`config.mk`:
```
export PLATFORM = sky130hd
export DESIGN_NAME = mc_ctrl_fsm
export DESIGN_NICKNAME = d
export VERILOG_FILES = /design/src/rtl/mc_ctrl_fsm.sv
export SDC_FILE = /design/constraint.sdc
export NUM_CORES = 1
export LEC_CHECK = 0
export CORE_MARGIN = 2
export CORE_UTILIZATION = 41
export CTS_CLUSTER_DIAMETER = 60
export CTS_CLUSTER_SIZE = 8
export DETAILED_ROUTE_END_ITERATION = 7
export PLACE_DENSITY = 0.75
export SLEW_MARGIN = 20
export SYNTH_ARGS = -nofsm -noshare
export SYNTH_HDL_FRONTEND = slang
export SYNTH_SLANG_ARGS = --single-unit
```
`constraint.sdc`:
```
create_clock -name clk -period 2.6 [get_ports clk]
set_clock_uncertainty 0.05 [all_clocks]
set_input_delay 0.52 -clock clk [delete_from_list [all_inputs] [get_ports clk]]
set_output_delay 0.52 -clock clk [all_outputs]
set_load 0.005 [all_outputs]
```
`src/rtl/mc_ctrl_fsm.sv`:
```
`default_nettype none
// ============================================================================
//  Module   : mc_ctrl_fsm
//  Purpose  : Multi-cycle control sequencer for the MIPS-16 datapath. Walks
//             each instruction through fetch / decode / execute / memory /
//             writeback over one shared ALU and one unified memory port.
//             Includes a memory wait-state watchdog, a sticky trap flag and an
//             instruction retire counter.
//  Revision : 1.0  initial release
// ----------------------------------------------------------------------------
//  Ports
//    clk, rst          : clock, synchronous active-high reset
//    run               : permits a new fetch to start
//    opcode, funct     : IR[15:12] and IR[2:0]
//    zero              : ALU zero flag (branch condition)
//    mem_ready         : memory completes the current access this cycle
//    mem_req, mem_we   : memory request and write qualifier
//    iord              : address select (0 PC, 1 ALUOut)
//    ir_write, pc_en   : IR load, PC load enables
//    pc_src            : PC source (0 ALU result, 1 ALUOut)
//    alu_src_a/b       : ALU operand selects
//    alu_ctrl          : ALU operation
//    reg_dst           : destination register select (1 rd, 0 rt)
//    mem_to_reg        : writeback source (1 MDR, 0 ALUOut)
//    reg_write         : register file write enable
//    trap              : sticky error flag
//    state             : current state (debug)
//    retire_cnt        : instructions completed
// ============================================================================
module mc_ctrl_fsm #(
  parameter int MEM_WAIT_MAX = 15,
  parameter int RETIRE_W     = 16
) (
  input  logic                clk,
  input  logic                rst,
  input  logic                run,
  input  logic [3:0]          opcode,
  input  logic [2:0]          funct,
  input  logic                zero,
  input  logic                mem_ready,
  output logic                mem_req,
  output logic                mem_we,
  output logic                iord,
  output logic                ir_write,
  output logic                pc_en,
  output logic                pc_src,
  output logic                alu_src_a,
  output logic [1:0]          alu_src_b,
  output logic [2:0]          alu_ctrl,
  output logic                reg_dst,
  output logic                mem_to_reg,
  output logic                reg_write,
  output logic                trap,
  output logic [3:0]          state,
  output logic [RETIRE_W-1:0] retire_cnt
);

  localparam logic [3:0] S_FETCH    = 4'd0;
  localparam logic [3:0] S_DECODE   = 4'd1;
  localparam logic [3:0] S_EXEC_R   = 4'd2;
  localparam logic [3:0] S_EXEC_I   = 4'd3;
  localparam logic [3:0] S_MEM_ADDR = 4'd4;
  localparam logic [3:0] S_MEM_RD   = 4'd5;
  localparam logic [3:0] S_MEM_WB   = 4'd6;
  localparam logic [3:0] S_MEM_WR   = 4'd7;
  localparam logic [3:0] S_BRANCH   = 4'd8;
  localparam logic [3:0] S_WB_ALU   = 4'd9;
  localparam logic [3:0] S_TRAP     = 4'd10;

  localparam logic [3:0] OP_R    = 4'b0000;
  localparam logic [3:0] OP_ADDI = 4'b0001;
  localparam logic [3:0] OP_SUBI = 4'b0010;
  localparam logic [3:0] OP_LW   = 4'b1000;
  localparam logic [3:0] OP_SW   = 4'b1010;
  localparam logic [3:0] OP_BEQ  = 4'b1100;

  localparam logic [2:0] ALU_ADD = 3'b010;
  localparam logic [2:0] ALU_SUB = 3'b110;

  // Count value at which one more unanswered request cycle means timeout.
  localparam logic [7:0] WAIT_LAST = 8'(MEM_WAIT_MAX - 1);

  logic [3:0]          state_q, state_d;
  logic [7:0]          wait_cnt_q, wait_cnt_d;
  logic                trap_q, trap_d;
  logic [RETIRE_W-1:0] retire_q, retire_d;

  logic req_active;
  logic wait_expired;
  logic retire_now;

  // A request is outstanding in fetch (only when run) and both data states.
  assign req_active   = ((state_q == S_FETCH) && run) ||
                        (state_q == S_MEM_RD) || (state_q == S_MEM_WR);
  // Completion beats the timeout when mem_ready arrives on the last cycle.
  assign wait_expired = req_active && !mem_ready && (wait_cnt_q == WAIT_LAST);
  assign retire_now   = (state_q == S_WB_ALU) || (state_q == S_MEM_WB) ||
                        (state_q == S_BRANCH) ||
                        ((state_q == S_MEM_WR) && mem_ready);

  assign state      = state_q;
  assign trap       = trap_q;
  assign retire_cnt = retire_q;

  // --------------------------------------------------------------------------
  // State register and bookkeeping flops
  // --------------------------------------------------------------------------
  always_ff @(posedge clk) begin
    if (rst) begin
      state_q    <= S_FETCH;
      wait_cnt_q <= '0;
      trap_q     <= 1'b0;
      retire_q   <= '0;
    end else begin
      state_q    <= state_d;
      wait_cnt_q <= wait_cnt_d;
      trap_q     <= trap_d;
      retire_q   <= retire_d;
    end
  end

  // --------------------------------------------------------------------------
  // Next-state logic
  // --------------------------------------------------------------------------
  always_comb begin
    state_d = state_q;
    case (state_q)
      S_FETCH: begin
        if (run) begin
          if (mem_ready)         state_d = S_DECODE;
          else if (wait_expired) state_d = S_TRAP;
        end
      end
      S_DECODE: begin
        case (opcode)
          OP_R:            state_d = S_EXEC_R;
          OP_ADDI, OP_SUBI: state_d = S_EXEC_I;
          OP_LW, OP_SW:    state_d = S_MEM_ADDR;
          OP_BEQ:          state_d = S_BRANCH;
          default:         state_d = S_TRAP;
        endcase
      end
      S_EXEC_R, S_EXEC_I: state_d = S_WB_ALU;
      S_WB_ALU:           state_d = S_FETCH;
      // Only lw/sw reach here, so anything other than lw is a store.
      S_MEM_ADDR:         state_d = (opcode == OP_LW) ? S_MEM_RD : S_MEM_WR;
      S_MEM_RD: begin
        if (mem_ready)         state_d = S_MEM_WB;
        else if (wait_expired) state_d = S_TRAP;
      end
      S_MEM_WB:           state_d = S_FETCH;
      S_MEM_WR: begin
        if (mem_ready)         state_d = S_FETCH;
        else if (wait_expired) state_d = S_TRAP;
      end
      S_BRANCH:           state_d = S_FETCH;
      S_TRAP:             state_d = S_TRAP;
      default:            state_d = S_TRAP;
    endcase
  end

  // --------------------------------------------------------------------------
  // Watchdog, trap and retire next values
  // --------------------------------------------------------------------------
  always_comb begin
    wait_cnt_d = wait_cnt_q;
    // Any state change restarts the count, which covers entry into each
    // requesting state; run=0 in fetch leaves the count untouched.
    if (state_d != state_q)
      wait_cnt_d = '0;
    else if (req_active && !mem_ready)
      wait_cnt_d = wait_cnt_q + 8'd1;

    trap_d   = trap_q || (state_d == S_TRAP);
    retire_d = retire_q + {{(RETIRE_W-1){1'b0}}, retire_now};
  end

  // --------------------------------------------------------------------------
  // Output logic (Moore, except the fetch completion and branch enable)
  // --------------------------------------------------------------------------
  always_comb begin
    mem_req    = 1'b0;
    mem_we     = 1'b0;
    iord       = 1'b0;
    ir_write   = 1'b0;
    pc_en      = 1'b0;
    pc_src     = 1'b0;
    alu_src_a  = 1'b0;
    alu_src_b  = 2'b00;
    alu_ctrl   = ALU_ADD;
    reg_dst    = 1'b0;
    mem_to_reg = 1'b0;
    reg_write  = 1'b0;
    if (!rst) begin
      case (state_q)
        S_FETCH: begin
          if (run) begin
            mem_req   = 1'b1;
            alu_src_b = 2'b01;
            if (mem_ready) begin
              ir_write = 1'b1;
              pc_en    = 1'b1;
            end
          end
        end
        S_DECODE: begin
          // PC + sign-ext offset lands in ALUOut as the branch target.
          alu_src_b = 2'b10;
        end
        S_EXEC_R: begin
          alu_src_a = 1'b1;
          alu_ctrl  = funct;
        end
        S_EXEC_I: begin
          alu_src_a = 1'b1;
          alu_src_b = 2'b10;
          alu_ctrl  = (opcode == OP_SUBI) ? ALU_SUB : ALU_ADD;
        end
        S_WB_ALU: begin
          reg_write = 1'b1;
          reg_dst   = (opcode == OP_R);
        end
        S_MEM_ADDR: begin
          alu_src_a = 1'b1;
          alu_src_b = 2'b10;
        end
        S_MEM_RD: begin
          mem_req = 1'b1;
          iord    = 1'b1;
        end
        S_MEM_WB: begin
          reg_write  = 1'b1;
          mem_to_reg = 1'b1;
        end
        S_MEM_WR: begin
          mem_req = 1'b1;
          mem_we  = 1'b1;
          iord    = 1'b1;
        end
        S_BRANCH: begin
          alu_src_a = 1'b1;
          alu_ctrl  = ALU_SUB;
          pc_src    = 1'b1;
          pc_en     = zero;
        end
        default: ;
      endcase
    end
  end

endmodule
`default_nettype wire

```
# Word level (Yosys, flattened, before mapping)
# Cells that the tools add are included.
[classes] add_sub_neg=2 eq_ne=17 muxes=37 n_reduce_logical=22
[ops] cell="$pmux 4 s7" count=1
[ops] cell="$eq 4x4->1 const B" count=6
[ops] cell="$mux 1" count=22
[ops] cell="$mux 4" count=5
[ops] cell="$add 16x1->16" count=1
[ops] cell="$eq 4x3->1 const B" count=4
[ops] cell="$pmux 4 s4" count=1
[ops] cell="$eq 4x2->1 const B" count=3
[ops] cell="$reduce_or 2->1" count=6
[ops] cell="$pmux 3 s3" count=1
[ops] cell="$add 8x1->8 const B" count=1
[ops] cell="$eq 4x1->1 const B" count=2
[ops] cell="$eq 8x4->1 const B" count=1
[ops] cell="$logic_not 4->1" count=2
[ops] cell="$logic_or 1x1->1" count=6
[ops] cell="$mux 3" count=2
[ops] cell="$reduce_or 3->1" count=2
[ops] cell="$logic_and 1x1->1" count=4
[ops] cell="$mux 2" count=2
[ops] cell="$ne 4x4->1" count=1
[ops] cell="$pmux 1 s2" count=2
[ops] cell="$pmux 2 s2" count=1
[ops] cell="$reduce_or 4->1" count=1
[ops] cell="$logic_not 1->1" count=1
[totals] reg_bits=29 in_bits=12 output_inout_bits=36 word_cells=82

# Logic depth before layout (Yosys ltp)
[logic_depth] word_depth=12 ltp_mapped=12 ltp_nobuf=10

# Worst setup path before layout
# No wires, ideal clock.
[synth_path] kind="reg2reg" from="register state_q[3], in the netlist state[3]" to="register retire_q[14], in the netlist retire_cnt[14]" setup_time_ps=128 arrival_ps=2131 t_required_ps=2422 path_slack_ps=291 stages_incl_launch_ff=13 path_buffers=3 synth_period_minus_slack_ps=2309 path_cell_list="dfxtp_1 -> buf_6 -> clkbuf_1 -> nor2_1 -> a32o_1 -> ha_1 -> ha_1 -> and2_1 -> clkbuf_1 -> nand4_1 -> nor3_1 -> xnor2_1 -> nor2_1"
[synth_via] elab_chain_len=5 elab_cells_between_ends=9 cone_classes="add/sub (1); eq/ne (4); reduce/logical (4)"
[synth_lines] element="start, declared" line_no="83" text="logic [3:0] state_q, state_d;"
[synth_lines] element="start signal, assigned" line_no="115" text="state_q <= state_d;"
[synth_lines] element="$eq 4x4->1 or $eq 4x3->1 (tied branches)" line_no="97" text="assign retire_now = (state_q == S_WB_ALU) || (state_q == S_MEM_WB) ||"
[synth_lines] element="$logic_or 1x1->1 (2 in series)" line_no="97"
[synth_lines] element="$logic_or 1x1->1 (*)" line_no="98" text="(state_q == S_BRANCH) ||"
[synth_lines] element="$add 16x1->16 (*)" line_no="175" text="retire_d = retire_q + {{(RETIRE_W-1){1'b0}}, retire_now};"
[synth_lines] element="end signal, assigned" line_no="118" text="retire_q <= retire_d;"
[synth_lines] element="end, declared" line_no="86" text="logic [RETIRE_W-1:0] retire_q, retire_d;"
# Every way passes the cells marked *; elsewhere a longest branch is shown, timed or not.
# A chain may end at the register's enable or synchronous reset.

# Worst setup path after layout
[layout_path] from="input run" to="output mem_req"
[layout_via] elab_chain_len=3
[layout_lines] element="start, declared" line_no="36" text="input logic run,"
[layout_lines] element="$mux 1" line_no="197" text="if (run) begin"
[layout_lines] element="$pmux 1 s2" line_no="195" text="case (state_q)"
[layout_lines] element="$mux 1" line_no="194" text="if (!rst) begin"
[layout_lines] element="end, declared" line_no="41" text="output logic mem_req,"
# Every way passes these cells.

==> flow_summary.ini <==
[layout]
drive_gt1_frac = 0.182
fillCellCount = 409
area_growth_pct = 38.9
final_area_um2 = 2660
antenna_cells = 0
fin_nets = 306

[cts]
numCtsBuffers = 5
clockRootBuffer = clkbuf_8
cts_tree = yes
cts.sinks = 29
postCtsHoldBufs = 0
cts.path.max_buffers = 2
h-tree-depth = 2
cts_post_setup_buffers_inserted = 0
clk_latency_ns = 0.27
cts.reportedPaths.clkPinSlew_ns = 0.06

[detailed_routing]
drcViolationCount = 0
drtPass1Iterations = 4
viasPerCell = 5.45
finalWirelength_um = 4760
routedWlPerCell_um = 13.9
initialDrtViolationCount = 142
detail-route-antenna-nets = 0
vias = 1871

[synth]
synth_edf_count = 0
yosys_warnings = 0
synth_flop_cell = dfxtp_1
synth_seq_cells = 29
synth_compound_area_frac = 0.137
yosys.area_share.simple = 0.350
syn-num-nets = 240
netlist_area_um2 = 1910
synth_xor_area_frac = 0.105
synthCells = 224
synthDistinctLibCells = 55
async_flop_share = 0
synth.mux.area_fraction = 0.0157
yosysSeqAreaShare = 0.303
synth_top_family_by_area = simple AND/OR/NAND/NOR gates
post_synth_fa_ha_maj_area_fraction = 0.0261
postSynthAreaPerCell_um2 = 8.55

[floorplanning]
initial_core_util = 0.434
dieArea_um2 = 5230
ios = 48
core_area_um2 = 4410
die_y_um = 72.3
dieWidth_um = 72.3
placement_rows = 24

[sta]
post-route-period-util = 0.974
setup_viol = 0
hold_ws_ns = 0.474
worstMarginPinSlew_ns = 0.540
setup_slack_ns = 0.0675
slew_violations = 0
fin_setup_tns_ns = 0
hold_viol_final = 0
relSlewSlack = 0.640
rsz0062_at_grt = yes
min_period_ns = 2.53
max_freq_ghz = 0.395

[min_path]
hp-class = reg -> reg
min-delay-start = retire_cnt[15]$_SDFF_PP0_

[power_and_ir_drop]
p_leak_nw = 1.05
power.density_nw_per_um2 = 420
power.total_mw = 1.12
max-vdd-ir-drop_mv = 0.568

[placement]
dp_slack_ns = -0.443
port-buffer-count = 47
dpl.hpwl_um = 3530
gp_congestion = 0.853
dpl_cell_area_um2 = 2540

[setup_path]
crit_path_start_kind = primary input
cp_data_required_time_ns = 2.03
worstSetupPathType = in -> out
crit_start = run
setup.worst_path.end_class = output port
worstPathArrival_ns = 1.96
reg2reg_from = state[1]$_SDFF_PP0_
crit_fanout = 4

[run_status]
outcome = finished clean

[grt]
globalRouteTotalUtil = 0.190
grt_pass1_wl_um = 8070
antenna_found_initial = 0
overflow = 0
grt_pass1_vias = 1716
grt_max_degree = 22

[flow_run]
cap_violations = 0
placed cells by master (no fill, tap or decap), types with 2 or more instances in the layout:
| master | n |
|---|---|
| clkbuf_8 | 7 |
| nor3_1 | 9 |
| nor2_1 | 26 |
| ha_1 | 4 |
| nand3_1 | 6 |
| a32oi_1 | 2 |
| o21a_1 | 2 |
| a2111oi_0 | 2 |
| dlygate4sd2_1 | 2 |
| mux2i_1 | 3 |
| dfxtp_1 | 29 |
| o21ai_0 | 3 |
| a32o_1 | 2 |
| nor2_2 | 2 |
| buf_4 | 26 |
| and3_1 | 11 |
| clkdlybuf4s50_1 | 42 |
| o21ai_1 | 2 |
| nand4_1 | 9 |
| o221ai_1 | 2 |
| dlymetal6s2s_1 | 2 |
| nand2b_1 | 4 |
| a22oi_1 | 3 |
| nor4_1 | 7 |
| inv_1 | 5 |
| a21oi_1 | 4 |
| nand2_1 | 14 |
| nor2_4 | 2 |
| and2_1 | 4 |
| nand3b_1 | 2 |
| nor2b_1 | 4 |
| xnor2_1 | 7 |
| xor2_1 | 16 |
state kept, by name, summed over array words and instances, names as in the netlist:
register and flops:
trap 1, state 4, wait_cnt_q 8, retire_cnt 16
per-stage QoR:
step,util,cells
2_1_floorplan,-,224
3_3_place_gp,0.576,335
3_5_place_dp,0.576,335
4_1_cts,0.600,343
5_1_grt,0.602,343
6_report,0.602,343
synthesized netlist by cell type (all sizes together), types with 6 or more instances:
cell / n / share of area
nor2: 30 / 0.067
dfxtp: 29 / 0.30
xor2: 16 / 0.073
nand2: 14 / 0.027
and3: 11 / 0.036
nand4: 10 / 0.041
nor3: 10 / 0.026
nor4: 9 / 0.041
buf: 8 / 0.036
xnor2: 7 / 0.032
clkbuf: 6 / 0.017
nand3: 6 / 0.016
o21ai: 6 / 0.018
cells by family (layout without fill, tap and decap cells):
kind of cell             Yosys count  after routing
adder cells (fa/ha/maj)            4              4
buffers and inverters             19             86
AND/OR/NAND/NOR                  114            114
multiplexers                       3              3
AO/OA/AOI/OAI                     32             32
XOR/XNOR                          23             23
flip-flops                        29             29
final cells by class:
class | count | area, um2 | share of cell area
Clock inverter | 1 | 5.00 | 0.00188
Clock buffer | 7 | 96.3 | 0.0362
Inverter | 5 | 18.8 | 0.00706
Tap cell | 52 | 65.1 | 0.0245
Timing Repair Buffer | 73 | 663 | 0.249
Multi-Input combinational cell | 176 | 1230 | 0.463
Sequential cell | 29 | 581 | 0.218
routing by layer:
layer	global-route usage	share of wire	vias up
met5	0	0	-
met4	0.0252	0.0032	0
met3	0.0542	0.050	2
met2	0.304	0.47	41
met1	0.261	0.48	889
li1	-	-	939
report_power, final:
| part | internal (mW) | switching [mW] |
|---|---|---|
| Sequential | 0.453 | 0.0157 |
| Clock | 0.239 | 0.158 |
| Combinational | 0.124 | 0.126 |
| Total | 0.816 | 0.300 |
final timing paths:
check / endpoint / slack (ns) / cells after the start
max reg2reg: retire_cnt[14]$_SDFF_PP0_ / 0.36 / 10
max: mem_req / 0.07 / 4
min: retire_cnt[15]$_SDFF_PP0_ / 0.47 / 2
min reg2reg: retire_cnt[15]$_SDFF_PP0_ / 0.47 / 2
critical path: stages:
cell,delay (ns)
clkdlybuf4s50_1,0.53
nor4b_4,0.26
o21a_1,0.15
clkdlybuf4s50_1,0.49
what timing repair did:
item                       in CTS  in global routing
pin swaps                       2                  2
gates resized for setup         9                  5
setup endpoints to repair       3                  8
Note: power is estimated with default switching activity, not from simulation.
